## src/rtl/pipe_hazard_ctrl_if.sv

```systemverilog
// Hazard inputs from the pipeline stages and stall/bubble/redirect controls back to them.
// master = pipeline side (drives hazard sources), slave = hazard controller.
interface pipe_hazard_ctrl_if;
    logic [4:0]  decode_i_rs1;
    logic [4:0]  decode_i_rs2;
    logic        decode_i_rs1_ren;
    logic        decode_i_rs2_ren;
    logic [4:0]  regE_i_rd;
    logic        regE_i_reg_wen;
    logic        regE_i_is_load;
    logic        fetch_i_valid;
    logic        regM_i_mem_req;
    logic        dcache_i_ready;
    logic        execute_i_mdu_start;
    logic        execute_i_mdu_done;
    logic        execute_i_redirect;
    logic        regF_stall;
    logic        regD_stall;
    logic        regE_stall;
    logic        regM_stall;
    logic        regD_bubble;
    logic        regE_bubble;
    logic        regM_bubble;
    logic        regW_bubble;
    logic        ctrl_o_redirect_fire;
    logic        ctrl_o_timeout;
    logic [31:0] ctrl_o_stall_cycles;

    modport master (
        output decode_i_rs1, decode_i_rs2, decode_i_rs1_ren, decode_i_rs2_ren,
               regE_i_rd, regE_i_reg_wen, regE_i_is_load, fetch_i_valid,
               regM_i_mem_req, dcache_i_ready, execute_i_mdu_start,
               execute_i_mdu_done, execute_i_redirect,
        input  regF_stall, regD_stall, regE_stall, regM_stall,
               regD_bubble, regE_bubble, regM_bubble, regW_bubble,
               ctrl_o_redirect_fire, ctrl_o_timeout, ctrl_o_stall_cycles
    );

    modport slave (
        input  decode_i_rs1, decode_i_rs2, decode_i_rs1_ren, decode_i_rs2_ren,
               regE_i_rd, regE_i_reg_wen, regE_i_is_load, fetch_i_valid,
               regM_i_mem_req, dcache_i_ready, execute_i_mdu_start,
               execute_i_mdu_done, execute_i_redirect,
        output regF_stall, regD_stall, regE_stall, regM_stall,
               regD_bubble, regE_bubble, regM_bubble, regW_bubble,
               ctrl_o_redirect_fire, ctrl_o_timeout, ctrl_o_stall_cycles
    );
endinterface

```

## src/rtl/pipe_hazard_ctrl.sv

```systemverilog
// Central stall/bubble controller for the five-stage pipeline: one hazard class per cycle,
// plus pending-redirect, MDU busy, memory-freeze watchdog and stall counter state.
module pipe_hazard_ctrl #(
    parameter int unsigned WDOG_LIMIT = 255
) (
    input logic               clk,
    input logic               rst,
    pipe_hazard_ctrl_if.slave hz
);
    typedef enum logic [2:0] {
        CLS_RST, CLS_FREEZE, CLS_MDU, CLS_REDIRECT, CLS_LOADUSE, CLS_FETCHWAIT, CLS_RUN
    } hz_class_e;

    localparam logic [7:0] LIMIT = 8'(WDOG_LIMIT);

    hz_class_e   cls;
    logic        mdu_busy;
    logic        redirect_pending;
    logic        timeout;
    logic [7:0]  freeze_cnt;
    logic [31:0] stall_cycles;
    logic        redir_eff;
    logic        load_use;
    logic        f_stall, d_stall, e_stall, m_stall;
    logic        d_bubble, e_bubble, m_bubble, w_bubble, redirect_fire;

    always_comb begin
        redir_eff = hz.execute_i_redirect || redirect_pending;
        load_use  = hz.regE_i_is_load && hz.regE_i_reg_wen && (hz.regE_i_rd != 5'd0) &&
                    ((hz.decode_i_rs1_ren && (hz.decode_i_rs1 == hz.regE_i_rd)) ||
                     (hz.decode_i_rs2_ren && (hz.decode_i_rs2 == hz.regE_i_rd)));
        if (rst)
            cls = CLS_RST;
        else if (hz.regM_i_mem_req && !hz.dcache_i_ready)
            cls = CLS_FREEZE;
        else if ((hz.execute_i_mdu_start || mdu_busy) && !hz.execute_i_mdu_done)
            cls = CLS_MDU;
        else if (redir_eff)
            cls = CLS_REDIRECT;
        else if (load_use)
            cls = CLS_LOADUSE;
        else if (!hz.fetch_i_valid)
            cls = CLS_FETCHWAIT;
        else
            cls = CLS_RUN;
    end

    always_comb begin
        f_stall       = 1'b0;
        d_stall       = 1'b0;
        e_stall       = 1'b0;
        m_stall       = 1'b0;
        d_bubble      = 1'b0;
        e_bubble      = 1'b0;
        m_bubble      = 1'b0;
        w_bubble      = 1'b0;
        redirect_fire = 1'b0;
        case (cls)
            CLS_RST: begin
                d_bubble = 1'b1;
                e_bubble = 1'b1;
                m_bubble = 1'b1;
                w_bubble = 1'b1;
            end
            CLS_FREEZE: begin
                f_stall  = 1'b1;
                d_stall  = 1'b1;
                e_stall  = 1'b1;
                m_stall  = 1'b1;
                w_bubble = 1'b1;
            end
            CLS_MDU: begin
                f_stall  = 1'b1;
                d_stall  = 1'b1;
                e_stall  = 1'b1;
                m_bubble = 1'b1;
            end
            CLS_REDIRECT: begin
                d_bubble      = 1'b1;
                e_bubble      = 1'b1;
                redirect_fire = 1'b1;
            end
            CLS_LOADUSE: begin
                f_stall  = 1'b1;
                d_stall  = 1'b1;
                e_bubble = 1'b1;
            end
            CLS_FETCHWAIT: begin
                f_stall  = 1'b1;
                d_bubble = 1'b1;
            end
            default: ;
        endcase
    end

    // A redirect arriving while frozen is parked; firing it also absorbs a same-cycle new pulse.
    always_ff @(posedge clk or posedge rst) begin
        if (rst) begin
            mdu_busy         <= 1'b0;
            redirect_pending <= 1'b0;
            freeze_cnt       <= 8'd0;
            timeout          <= 1'b0;
            stall_cycles     <= 32'd0;
        end else begin
            if (hz.execute_i_mdu_done)
                mdu_busy <= 1'b0;
            else if (hz.execute_i_mdu_start)
                mdu_busy <= 1'b1;

            if (cls == CLS_REDIRECT)
                redirect_pending <= 1'b0;
            else if (redir_eff && (cls == CLS_FREEZE || cls == CLS_MDU))
                redirect_pending <= 1'b1;

            if (cls == CLS_FREEZE) begin
                if (freeze_cnt != LIMIT)
                    freeze_cnt <= freeze_cnt + 8'd1;
                else
                    timeout <= 1'b1;
            end else begin
                freeze_cnt <= 8'd0;
            end

            if (f_stall && (stall_cycles != 32'hFFFF_FFFF))
                stall_cycles <= stall_cycles + 32'd1;
        end
    end

    assign hz.regF_stall           = f_stall;
    assign hz.regD_stall           = d_stall;
    assign hz.regE_stall           = e_stall;
    assign hz.regM_stall           = m_stall;
    assign hz.regD_bubble          = d_bubble;
    assign hz.regE_bubble          = e_bubble;
    assign hz.regM_bubble          = m_bubble;
    assign hz.regW_bubble          = w_bubble;
    assign hz.ctrl_o_redirect_fire = redirect_fire;
    assign hz.ctrl_o_timeout       = timeout;
    assign hz.ctrl_o_stall_cycles  = stall_cycles;
endmodule

```

## src/flat_wrapper.sv

```systemverilog
// flat-port wrapper written by rule: the top's interface ports become plain ports
module pipe_hazard_ctrl_flat 
#(
    parameter int unsigned WDOG_LIMIT = 255
)
  (clk, rst, hz_decode_i_rs1, hz_decode_i_rs2, hz_decode_i_rs1_ren, hz_decode_i_rs2_ren, hz_regE_i_rd, hz_regE_i_reg_wen, hz_regE_i_is_load, hz_fetch_i_valid, hz_regM_i_mem_req, hz_dcache_i_ready, hz_execute_i_mdu_start, hz_execute_i_mdu_done, hz_execute_i_redirect, hz_regF_stall, hz_regD_stall, hz_regE_stall, hz_regM_stall, hz_regD_bubble, hz_regE_bubble, hz_regM_bubble, hz_regW_bubble, hz_ctrl_o_redirect_fire, hz_ctrl_o_timeout, hz_ctrl_o_stall_cycles);
  pipe_hazard_ctrl_if hz_i ();
  input logic clk;
  input logic rst;
  input wire logic [$bits(hz_i.decode_i_rs1)-1:0] hz_decode_i_rs1;
  input wire logic [$bits(hz_i.decode_i_rs2)-1:0] hz_decode_i_rs2;
  input wire logic [$bits(hz_i.decode_i_rs1_ren)-1:0] hz_decode_i_rs1_ren;
  input wire logic [$bits(hz_i.decode_i_rs2_ren)-1:0] hz_decode_i_rs2_ren;
  input wire logic [$bits(hz_i.regE_i_rd)-1:0] hz_regE_i_rd;
  input wire logic [$bits(hz_i.regE_i_reg_wen)-1:0] hz_regE_i_reg_wen;
  input wire logic [$bits(hz_i.regE_i_is_load)-1:0] hz_regE_i_is_load;
  input wire logic [$bits(hz_i.fetch_i_valid)-1:0] hz_fetch_i_valid;
  input wire logic [$bits(hz_i.regM_i_mem_req)-1:0] hz_regM_i_mem_req;
  input wire logic [$bits(hz_i.dcache_i_ready)-1:0] hz_dcache_i_ready;
  input wire logic [$bits(hz_i.execute_i_mdu_start)-1:0] hz_execute_i_mdu_start;
  input wire logic [$bits(hz_i.execute_i_mdu_done)-1:0] hz_execute_i_mdu_done;
  input wire logic [$bits(hz_i.execute_i_redirect)-1:0] hz_execute_i_redirect;
  output wire logic [$bits(hz_i.regF_stall)-1:0] hz_regF_stall;
  output wire logic [$bits(hz_i.regD_stall)-1:0] hz_regD_stall;
  output wire logic [$bits(hz_i.regE_stall)-1:0] hz_regE_stall;
  output wire logic [$bits(hz_i.regM_stall)-1:0] hz_regM_stall;
  output wire logic [$bits(hz_i.regD_bubble)-1:0] hz_regD_bubble;
  output wire logic [$bits(hz_i.regE_bubble)-1:0] hz_regE_bubble;
  output wire logic [$bits(hz_i.regM_bubble)-1:0] hz_regM_bubble;
  output wire logic [$bits(hz_i.regW_bubble)-1:0] hz_regW_bubble;
  output wire logic [$bits(hz_i.ctrl_o_redirect_fire)-1:0] hz_ctrl_o_redirect_fire;
  output wire logic [$bits(hz_i.ctrl_o_timeout)-1:0] hz_ctrl_o_timeout;
  output wire logic [$bits(hz_i.ctrl_o_stall_cycles)-1:0] hz_ctrl_o_stall_cycles;
  assign hz_i.decode_i_rs1 = hz_decode_i_rs1;
  assign hz_i.decode_i_rs2 = hz_decode_i_rs2;
  assign hz_i.decode_i_rs1_ren = hz_decode_i_rs1_ren;
  assign hz_i.decode_i_rs2_ren = hz_decode_i_rs2_ren;
  assign hz_i.regE_i_rd = hz_regE_i_rd;
  assign hz_i.regE_i_reg_wen = hz_regE_i_reg_wen;
  assign hz_i.regE_i_is_load = hz_regE_i_is_load;
  assign hz_i.fetch_i_valid = hz_fetch_i_valid;
  assign hz_i.regM_i_mem_req = hz_regM_i_mem_req;
  assign hz_i.dcache_i_ready = hz_dcache_i_ready;
  assign hz_i.execute_i_mdu_start = hz_execute_i_mdu_start;
  assign hz_i.execute_i_mdu_done = hz_execute_i_mdu_done;
  assign hz_i.execute_i_redirect = hz_execute_i_redirect;
  assign hz_regF_stall = hz_i.regF_stall;
  assign hz_regD_stall = hz_i.regD_stall;
  assign hz_regE_stall = hz_i.regE_stall;
  assign hz_regM_stall = hz_i.regM_stall;
  assign hz_regD_bubble = hz_i.regD_bubble;
  assign hz_regE_bubble = hz_i.regE_bubble;
  assign hz_regM_bubble = hz_i.regM_bubble;
  assign hz_regW_bubble = hz_i.regW_bubble;
  assign hz_ctrl_o_redirect_fire = hz_i.ctrl_o_redirect_fire;
  assign hz_ctrl_o_timeout = hz_i.ctrl_o_timeout;
  assign hz_ctrl_o_stall_cycles = hz_i.ctrl_o_stall_cycles;
  pipe_hazard_ctrl #(.WDOG_LIMIT(WDOG_LIMIT)) u_core (.clk(clk), .rst(rst), .hz(hz_i));
endmodule
```

## config.mk

```make
export PLATFORM = sky130hd
export DESIGN_NAME = pipe_hazard_ctrl_flat
export DESIGN_NICKNAME = d
export VERILOG_FILES = /design/src/rtl/pipe_hazard_ctrl_if.sv /design/src/rtl/pipe_hazard_ctrl.sv /design/src/flat_wrapper.sv
export SDC_FILE = /design/constraint.sdc
export NUM_CORES = 1
export LEC_CHECK = 0
export ABC_CLOCK_PERIOD_IN_PS = 3700
export CAP_MARGIN = 20
export CORE_MARGIN = 5
export CORE_UTILIZATION = 43
export DETAILED_ROUTE_END_ITERATION = 8
export PLACE_DENSITY = 0.76
export SLEW_MARGIN = 15
export SYNTH_ARGS = -nofsm -noshare
export SYNTH_HDL_FRONTEND = slang
export SYNTH_SLANG_ARGS = --single-unit
```

## constraint.sdc

```tcl
create_clock -name clk -period 3.7 [get_ports clk]
set_input_delay 0.925 -clock clk [delete_from_list [all_inputs] [get_ports clk]]
set_output_delay 0.925 -clock clk [all_outputs]
set_load 0.02 [all_outputs]
```

# ---- Yosys cells after proc, flatten, opt, wreduce, memory -nomap -nowiden
# Cells that the tools add are included.
dict set report totals {
  out_inout_bits 42
  input_bits 27
  elab_cells 66
  reg_bits 43
}
dict set report classes {
  n_reduce_logical 27
  n_bitwise 1
  eq_ne 10
  add_sub_neg 2
  muxes 21
}
# op count
set ops {}
lappend ops {{adder 32 x 1 -> 32 bit (second input constant)} 1}
lappend ops {{inequality test 32 bit (second input constant)} 1}
lappend ops {{two-way mux 8 bit} 2}
lappend ops {{two-way mux 3 bit} 5}
lappend ops {{two-way mux 1 bit} 13}
lappend ops {{equality test 5 bit} 2}
lappend ops {{logical AND 1 bit} 9}
lappend ops {{OR reduction 3 bit} 3}
lappend ops {{adder 8 x 1 -> 8 bit (second input constant)} 1}
lappend ops {{inequality test 8 bit (second input constant)} 1}
lappend ops {{equality test 3 x 2 -> 1 bit (second input constant)} 2}
lappend ops {{equality test 3 bit (second input constant)} 2}
lappend ops {{OR reduction 2 bit} 3}
lappend ops {{nonzero test 5 bit} 1}
lappend ops {{logical OR 1 bit} 4}
lappend ops {{nonzero test 2 bit} 2}
lappend ops {{OR reduction 4 bit} 1}
lappend ops {{equality test 3 x 1 -> 1 bit (second input constant)} 1}
lappend ops {{logical NOT 3 bit} 1}
lappend ops {{logical NOT 1 bit} 2}
lappend ops {{two-way mux 2 bit} 1}
lappend ops {{inequality test 2 bit (second input constant)} 1}
lappend ops {{AND reduction 2 bit} 1}
lappend ops {{inverter 1 bit} 1}

# ---- Depth between registers and ports, before layout
# Gate-level depths: netlist (run 1).
dict set report logic_depth {
  word_depth 14
  depth_mapped 8
  depth_no_buf 6
}

# ---- Worst setup path before layout (run 1)
# Ideal clock, no wire load.
dict set report synth_path {
  path_type {input to output}
  startpoint {in rst}
  endpoint {out hz_regF_stall}
  required_ps 2775
  cell_stages 6
  path_buffers 1
  slack_ps -188
  t_arrival_ps 2963
  cell_sequence {clkinv_1 nand2_1 o22ai_1 a21oi_1 clkbuf_8 inv_1}
}
dict set report synth_between {
  elab_chain_cells 4
  word_cells_on_any_way 7
  classes_between {eq/ne: 4; mux: 2; reduce/logical: 1}
}
# item line_no
set synth_rtl {}
lappend synth_rtl {{start: declaration} flat_wrapper.sv:9} ;# input logic rst;
lappend synth_rtl {{two-way mux 3 bit (*)} pipe_hazard_ctrl.sv:32} ;# if (rst)
lappend synth_rtl {{equality test 3 bit, or another cell as far along} pipe_hazard_ctrl.sv:58} ;# case (cls)
lappend synth_rtl {{OR reduction 4 bit (no line) (*)} -}
lappend synth_rtl {{two-way mux 1 bit (*)} pipe_hazard_ctrl.sv:58}
lappend synth_rtl {{end: declaration} flat_wrapper.sv:23} ;# output wire logic [$bits(hz_i.regF_stall)-1:0] hz_regF_stall;
# Every way passes the cells marked *; elsewhere a longest branch is shown, timed or not.

# ---- Worst setup path in the final report (run 1)
dict set report layout_path {
  startpoint {in hz_regE_i_rd[0]}
  endpoint {out hz_regF_stall}
}
dict set report layout_between {
  elab_chain_cells 12
  word_cells_on_any_way 19
  classes_between {eq/ne: 6; mux: 6; reduce/logical: 7}
}
# item line_no
set layout_rtl {}
lappend layout_rtl {{start: declaration} flat_wrapper.sv:14} ;# input wire logic [$bits(hz_i.regE_i_rd)-1:0] hz_regE_i_rd;
lappend layout_rtl {{equality test 5 bit, on equally long branches} {pipe_hazard_ctrl.sv:30, pipe_hazard_ctrl.sv:31}}
lappend layout_rtl {{logical AND 1 bit, on equally long branches} {pipe_hazard_ctrl.sv:30, pipe_hazard_ctrl.sv:31}}
lappend layout_rtl {{logical OR 1 bit} pipe_hazard_ctrl.sv:30} ;# ((hz.decode_i_rs1_ren && (hz.decode_i_rs1 == hz.regE_i_rd)) ||
lappend layout_rtl {{logical AND 1 bit (*)} pipe_hazard_ctrl.sv:29} ;# load_use = hz.regE_i_is_load && hz.regE_i_reg_wen && (hz.regE_i_rd != 5'd0) &&
lappend layout_rtl {{two-way mux 3 bit (*)} pipe_hazard_ctrl.sv:40} ;# else if (load_use)
lappend layout_rtl {{two-way mux 3 bit (*)} pipe_hazard_ctrl.sv:38} ;# else if (redir_eff)
lappend layout_rtl {{two-way mux 3 bit (*)} pipe_hazard_ctrl.sv:36} ;# else if ((hz.execute_i_mdu_start || mdu_busy) && !hz.execute_i_mdu_done)
lappend layout_rtl {{two-way mux 3 bit (*)} pipe_hazard_ctrl.sv:34} ;# else if (hz.regM_i_mem_req && !hz.dcache_i_ready)
lappend layout_rtl {{two-way mux 3 bit (*)} pipe_hazard_ctrl.sv:32}
lappend layout_rtl {{equality test 3 bit, or another cell as far along} pipe_hazard_ctrl.sv:58}
lappend layout_rtl {{OR reduction 4 bit (no line) (*)} -}
lappend layout_rtl {{two-way mux 1 bit (*)} pipe_hazard_ctrl.sv:58}
# Marks and branches as above.

==> impl_summary.log, run 1 <==
INFO  metric timing_max_transition_violations_final = 0
INFO  metric synthSimpleGateAreaFrac = around 29%
INFO  metric ctsHtreeMaxLevel = 2
INFO  metric syn-cell-area = 2410 um2
INFO  metric final.hold.worst_slack = slightly below 0.5 ns
INFO  metric post-route-worst-setup-slack = 0.153 ns
INFO  metric critical_path_class = in2out
INFO  metric drtPass1Iterations = 4
INFO  metric muxShareOfSynthArea = 1.82%
INFO  metric final_ant_viol_nets = 0
INFO  metric core_area = about 5500 um2
INFO  metric ys.flop_type = dfrtp_1
INFO  metric final.period_utilization = between 90% and 100%
INFO  metric final_layout_size_suffix_gt1_share = a little over an eighth
INFO  metric critical_path.max_fanout = 2
INFO  metric synthesis.area_per_instance = around 9.9 um2
INFO  metric total_grt_overflow = 0
INFO  metric drc_errors = 0
INFO  metric main_combinational_cell_family_by_area_after_synthesis = simple AND/OR/NAND/NOR gates
INFO  metric syn-instance-count = 243
INFO  metric dp.final_hpwl = 4.18 mm
INFO  metric initial_utilization = about 44%
INFO  metric netSwitchingPower = between 0.4 and 0.5 mW
INFO  metric tightestPinTransition = about 0.44 ns
INFO  metric holdBufCountCts = 0
INFO  metric synth-adder-area-share = under 10%
INFO  metric power_density = just over 400 nW/um2
INFO  metric leakage_power_summed_over_all_cells = about 1.4 nW
INFO  metric ys.warnings.count = 0
INFO  metric compound_gate_fraction_of_synth_area = under 10%
INFO  metric timing.critical_path.to_type = primary output
INFO  metric post-place-cells = between 300 and 400
INFO  metric top_usage_layer = met2
INFO  metric cts.sink_count = 43
INFO  metric timing.critical_path.arrival = ~2.6 ns
INFO  metric cts_inserted_buffers = 5
INFO  metric power.switching_fraction = between 30 and 40%
INFO  metric timing.fmax = roughly 0.28 GHz
INFO  metric setup-violations-final = 0
INFO  metric clock_path_buffers = 2
INFO  metric max_slew_margin_vs_limit = between 70% and 80%
INFO  metric rsz0062_at_grt = false
INFO  metric cts_setup_buffers = 0
INFO  metric vias = around 2100
INFO  metric clk-insertion-delay-late = 0.30 ns
INFO  metric floorplan.die.height = 84.9 um
INFO  metric number_of_antenna_violations_at_the_first_check_in_global_routing = 0
INFO  metric first_global_vias = approximately 2100
INFO  metric global_route.usage.met3 = a little over 4%
INFO  metric hold_path.class = reg2reg
INFO  metric synth_cell_type_count = 41
INFO  metric drt_first_iter_violations = between 80 and 90
INFO  metric intPower = 0.869 mW
INFO  metric max-cap-violations = 0
INFO  metric grt.met2_usage = between 20% and 30%
INFO  metric clock_power_share = roughly 23%
INFO  metric grt_start_max_net_pins = 34
INFO  metric layout.nets = 352
INFO  metric finalWeightedCongestion = between 0.8 and 0.9
INFO  metric grt_util_all_layers = between 10% and 20%
INFO  metric period_needed = around 3.5 ns
INFO  metric wire_length_of_the_first_global_routing_pass = slightly below 10 mm
INFO  metric via_per_instance_ratio = between 5 and 6
INFO  metric cp-start-kind = input pin
INFO  metric power.share.combinational = between 30% and 40%
INFO  metric number_of_hold_violations_in_the_final_report = 0
INFO  metric std_cell_rows = 27
INFO  metric finalWirelength = roughly 5.5 mm
INFO  metric grt.met1_usage = roughly a fifth
INFO  metric post_synth_net_total = 272
INFO  metric root_buffer = clkbuf_8
INFO  metric flow.area_growth_from_synthesis = 36.8%
INFO  metric preCtsSetupSlack = -0.304 ns
INFO  metric post_synth_xor_area_fraction = between 10% and 20%
INFO  metric synth_seq_cells = 43
INFO  metric finalNonFillerCells = just under 400
INFO  metric synth.yosys.seq_area_share = around 45%
INFO  metric design.portCount = between 60 and 70
INFO  metric port_buffers = 68
INFO  metric antenna_cells = 0
INFO  metric synthArstFlopShare = 100%
INFO  metric die_width = 84.9 um
INFO  metric ir_drop = approximately 200 uV
INFO  metric tritoncts = yes
INFO  metric skew = 0.00832 ns
INFO  metric worst-endpoint-required = about 2.8 ns
INFO  metric seq_power_share = 46.6%
INFO  metric layout_common_cells = clkdlybuf4s50_1 (64), dfrtp_1 (43), xor2_1 (30), nand2_1 (21), nand3_1 (18)
INFO  metric outcome = completed
INFO  metric clk_transition_reported_paths = about 0.090 ns
INFO  metric wl_per_cell = about 14 um
INFO  metric design.die.area = 7200 um2
INFO  metric synth_edf_count = 0
INFO  metric mostFrequentLayoutCell = clkdlybuf4s50_1
-- metrics by stage --
step	total power [mW]	utilization (%)	area, um2	TNS (ns)
final	1.33	60.3	3300	0
after global routing	1.41	60.3	3300	0
after CTS	1.35	60.6	3320	-0.0208
after detailed placement	1.04	58.9	3220	-0.982
after global placement	1.03	58.9	3220	-0.919
after floorplan	0.822	-	2410	0
-- routing by layer --
| metal | wire length (um) | vias to the layer above |
|---|---|---|
| li1 | - | 1023 |
| met1 | 2500 | 1028 |
| met2 | 2670 | 54 |
| met3 | 302 | 6 |
| met4 | 53 | 0 |
| met5 | 0 | - |
-- Yosys cell counts, types with 2 or more instances --
cell | instances | share of area (%)
dfrtp_1 | 43 | 45
o22ai_1 | 2 | 0.52
nor2b_1 | 2 | 0.52
mux2_2 | 2 | 0.93
and3_1 | 8 | 2.1
nor3_2 | 11 | 4.6
nor3_1 | 12 | 2.5
xnor2_1 | 13 | 4.7
nand3_1 | 18 | 3.7
inv_1 | 5 | 0.78
nand2b_1 | 3 | 0.78
o21bai_1 | 2 | 0.62
a21oi_1 | 6 | 1.2
and2_1 | 2 | 0.52
nand2_1 | 21 | 3.3
nor4_1 | 10 | 2.6
xor2_1 | 30 | 11
o21ai_0 | 3 | 0.62
nor2_1 | 13 | 2.0
buf_6 | 2 | 0.93
ha_1 | 2 | 1.0
buf_2 | 2 | 0.42
clkbuf_1 | 2 | 0.31
nand4_1 | 12 | 3.1
-- cell type report --
class | instances | area, um2
fill | 490 | 2170
tap | 72 | 90.1
timing repair buffer | 80 | 751
sequential | 43 | 1080
clock inverter | 3 | 23.8
multi-input combinational | 187 | 1260
clock buffer | 5 | 68.8
inverter | 6 | 23.8
-- final timing paths --
kind	from	endpoint	slack, ns	cells after the start
max	hz_regE_i_rd[0]	hz_regF_stall	0.15	8
min	u_core.hz.ctrl_o_timeout	u_core.hz.ctrl_o_timeout	0.49	1
max reg2reg	u_core.hz.ctrl_o_stall_cycles[10]	u_core.hz.ctrl_o_stall_cycles[1]	1.40	7
min reg2reg	u_core.hz.ctrl_o_timeout	u_core.hz.ctrl_o_timeout	0.49	1
max in group asynchronous	rst	u_core.hz.ctrl_o_stall_cycles[23]	2.19	3
min in group asynchronous	rst	u_core.freeze_cnt[2]	1.11	3
-- cell families after synthesis --
group                    after synthesis
XOR/XNOR                              43
flip-flops                            43
multiplexers                           4
adder cells (fa/ha/maj)                2
AND/OR/NAND/NOR                      120
buffers and inverters                 13
AO/OA/AOI/OAI                         18
-- what timing repair did --
item / 4_1_cts / 5_1_grt
hold endpoints to repair: 0 / 0
endpoints found under the setup margin: 4 / 4
resized for setup: 8 / 8
-- critical path, stage by stage --
cell             delay, ns
clkdlybuf4s50_1       0.41
or4_1                 0.55
o211ai_2              0.19
buf_4                 0.13
nor2_1                0.04
a21oi_2               0.17
inv_1                 0.06
clkbuf_2              0.15
-- flip-flops by register name, summed over array words and instances, names as in the netlist --
| register | cells |
|---|---|
| u_core.freeze_cnt | 8 |
| u_core.hz.ctrl_o_stall_cycles | 32 |
| u_core.hz.ctrl_o_timeout | 1 |
| u_core.mdu_busy | 1 |
| u_core.redirect_pending | 1 |
-- power groups by stage --
stage | combinational, mW | clock (mW) | sequential (mW)
after floorplan | 0.137 | 0 | 0.685
after global placement | 0.405 | 0 | 0.627
after detailed placement | 0.412 | 0 | 0.629
after CTS | 0.411 | 0.316 | 0.620
after global routing | 0.436 | 0.336 | 0.633
final | 0.403 | 0.306 | 0.618
Note: power is estimated with default switching activity, not from simulation.
==> run 2: changes to the inputs <==
Settings changed: CORE_ASPECT_RATIO set to 1.5, CORE_MARGIN 5 to unset.
==> run 2 against run 1 <==
Register-to-register slack got worse by 0.07 ns. Global-route usage increased by 3.3 points. Combinational power increased by 1%. Worst hold slack got worse by 0.0096 ns. First-iteration DRC count decreased by 45%.
==> impl_summary.log, run 2 (synthesized netlist as in run 1, its figures left out) <==
INFO  metric clock_path_buffers = 2 (unchanged)
INFO  metric critical_path_class = in2out
INFO  metric vias = 2089 (-1.0%)
INFO  metric final_ant_viol_nets = 0 (unchanged)
INFO  metric clk-insertion-delay-late = 0.29 ns (about the same)
INFO  metric largest_register_ffs = 32 (unchanged)
INFO  metric cts_inserted_buffers = 5 (unchanged)
INFO  metric cp-start-kind = input pin
INFO  metric holdPathEnd = u_core.hz.ctrl_o_timeout
INFO  metric total_grt_overflow = 0 (unchanged)
INFO  metric initial_utilization = 44.2% (+0.18 points)
INFO  metric timing.critical_path.arrival = 2.71 ns (+0.09 ns)
INFO  metric grt_start_max_net_pins = 32 (-5.9%)
INFO  metric mostFrequentLayoutCell = clkdlybuf4s50_1
INFO  metric layout_common_cells = clkdlybuf4s50_1 (64), dfrtp_1 (43), xor2_1 (30), nand2_1 (21), nand3_1 (18)
INFO  metric antenna_cells = 0 (unchanged)
INFO  metric port_buffers = 68 (unchanged)
INFO  metric timing.critical_path.to_type = primary output
INFO  metric final.period_utilization = 98.1% (+2.3 points)
INFO  metric finalWeightedCongestion = 0.857 (+1.1%)
INFO  metric r2r_cells = 7 (unchanged)
INFO  metric timing_max_transition_violations_final = 0 (unchanged)
INFO  metric first_global_vias = 2034 (-3.8%)
INFO  metric timing.fmax = 0.275 GHz (-2.3%)
INFO  metric tightestPinTransition = 0.440 ns (+0.00157 ns)
INFO  metric final_core_util = 60.4% (+0.13 points)
INFO  metric wl_per_cell = 13.6 um (-2.8%)
INFO  metric setup_tns = 0 ns (unchanged)
INFO  metric critical_path.max_fanout = 2 (unchanged)
INFO  metric power.switching_fraction = 33.6% (-0.93 points)
INFO  metric flow.area_growth_from_synthesis = 36.5%
INFO  metric holdBufCountCts = 0 (unchanged)
INFO  metric number_of_hold_violations_in_the_final_report = 0 (unchanged)
INFO  metric drt_first_iter_violations = 49 (-45%)
INFO  metric period_needed = 3.63 ns (+0.0835 ns)
INFO  metric clock_power_share = 21.1% (-1.9 points)
INFO  metric layout.nets = 352 (unchanged)
INFO  metric clk_transition_reported_paths = 0.08 ns (about the same)
INFO  metric root_buffer = clkbuf_8
INFO  metric skew = 0.0116 ns (+0.00324 ns)
INFO  metric drtPass1Iterations = 4 (unchanged)
INFO  metric multi_input_area = 1280 um2 (+0.99%)
INFO  metric via_per_instance_ratio = 5.33 (about the same)
INFO  metric post-route-worst-setup-slack = 0.0690 ns (-0.0835 ns)
INFO  metric seq_power_share = 47.5% (+0.9 points)
INFO  metric power.share.combinational = 31.4% (+1.0 points)
INFO  metric dp.final_hpwl = 4.00 mm (-4.4%)
INFO  metric cts_setup_buffers = 0 (unchanged)
INFO  metric hold_path.class = reg2reg
INFO  metric cts.sink_count = 43 (unchanged)
INFO  metric tritoncts = yes
INFO  metric rsz0062_at_grt = false
INFO  metric drc_errors = 0 (unchanged)
INFO  metric leakage_power_summed_over_all_cells = 1.41 nW (about the same)
INFO  metric finalWirelength = 5.32 mm (-3.7%)
INFO  metric power_density = 394 nW/um2 (-2.2%)
INFO  metric max_slew_margin_vs_limit = 70.5% (-0.16 points)
INFO  metric die_width = 63.1 um (-26%)
INFO  metric intPower = 0.861 mW (-0.98%)
INFO  metric hold_path_startpoint = u_core.hz.ctrl_o_timeout
INFO  metric number_of_antenna_violations_at_the_first_check_in_global_routing = 0 (unchanged)
INFO  metric fill_cells = 489 (-0.20%)
INFO  metric std_cell_rows = 33 (+22%)
INFO  metric hold_path_depth = 1 (unchanged)
INFO  metric ctsHtreeMaxLevel = 2 (unchanged)
INFO  metric final_layout_size_suffix_gt1_share = 13.4% (-0.23 points)
INFO  metric outcome = completed
INFO  metric ir_drop = 429 uV (+120%)
INFO  metric worst-endpoint-required = 2.77 ns (about the same)
INFO  metric grt_util_all_layers = 19.6% (+3.3 points)
INFO  metric floorplan.die.height = 93.7 um (+10%)
INFO  metric setup-violations-final = 0 (unchanged)
INFO  metric design.die.area = 5920 um2 (-18%)
INFO  metric design.portCount = 69 (unchanged)
INFO  metric wire_length_of_the_first_global_routing_pass = 9.14 mm (-5.5%)
INFO  metric setup.reg_to_reg.worst_slack = 1.33 ns (-0.07 ns)
INFO  metric max-cap-violations = 0 (unchanged)
INFO  metric netSwitchingPower = 0.435 mW (-5.0%)
INFO  metric core_area = 5450 um2 (-0.41%)
INFO  metric preCtsSetupSlack = -0.355 ns (-0.0504 ns)
INFO  metric critical_path.reg2reg.endpoint = u_core.hz.ctrl_o_stall_cycles[1]
INFO  metric r2r-start = u_core.hz.ctrl_o_stall_cycles[0]
INFO  metric final-seq-area = 1080 um2 (unchanged)
-- run 2: changes by cell type in the layout (fill, tap and decap cells not counted), sizes merged --
cell / delta
clkbuf: -1
inv: -1
buf: +1
clkinvlp: -1
-- run 2: layout make-up --
cell class | count | area share [%]
clock buffers | 5 | 2.09
clock inverters | 1 | 0.228
well taps | 70 | 2.66
repair buffers | 80 | 22.8
inverters | 6 | 0.722
flip-flops and latches | 43 | 32.7
multi-input cells | 187 | 38.8
-- run 2: layer usage --
metal | wire length (um) | up-vias | track usage [%] | part of all wire (%)
li1 | - | 1021 | - | -
met1 | 2170 | 1001 | 22.7 | 41
met2 | 2760 | 56 | 34.8 | 52
met3 | 266 | 11 | 3.88 | 5.0
met4 | 129 | 0 | 8.14 | 2.4
met5 | 0 | - | 0 | 0
-- run 2: worst max-delay path: stages --
cell and delay, ns:
clkdlybuf4s50_1 0.42, or4_4 0.56, o211ai_4 0.20, buf_4 0.13, nor2_1 0.04, a21oi_2 0.20, inv_1 0.06, buf_2 0.16
-- run 2: worst max-delay path by stage --
stage,to,cells after the start,from,slack [ns]
finish,hz_regF_stall,8,hz_regE_i_rd[0],0.07
global route,hz_regF_stall,8,hz_regE_i_rd[0],0.004
global placement,hz_regD_bubble,7,hz_regE_i_rd[0],-0.30
floorplan,hz_regF_stall,6,rst,0.44
detailed placement,hz_regD_bubble,7,hz_regE_i_rd[0],-0.35
CTS,hz_regF_stall,8,hz_regE_i_rd[0],0.006
-- run 2: through the flow --
stage | instance area [um2] | power [mW] | hold slack, ns | cells
2_1_floorplan | 2410 | 0.822 | 0.451 | 243
3_3_place_gp | 3220 | 1.03 | 0.469 | 386
3_5_place_dp | 3220 | 1.03 | 0.468 | 386
4_1_cts | 3290 | 1.31 | 0.486 | 392
5_1_grt | 3290 | 1.37 | 0.493 | 392
6_report | 3290 | 1.30 | 0.478 | 392
-- run 2: power by group through the flow --
stage	clock network (mW)	registers, mW	logic, mW
5_1_grt	0.300	0.628	0.441
6_report	0.274	0.615	0.407
2_1_floorplan	0	0.685	0.137
3_5_place_dp	0	0.623	0.411
3_3_place_gp	0	0.623	0.405
4_1_cts	0.284	0.616	0.411
-- run 2: timing repair --
action | in CTS | in global routing
setup endpoints to repair | 4 | 3
pin swaps | 1 | 2
resized for setup | 11 | 8
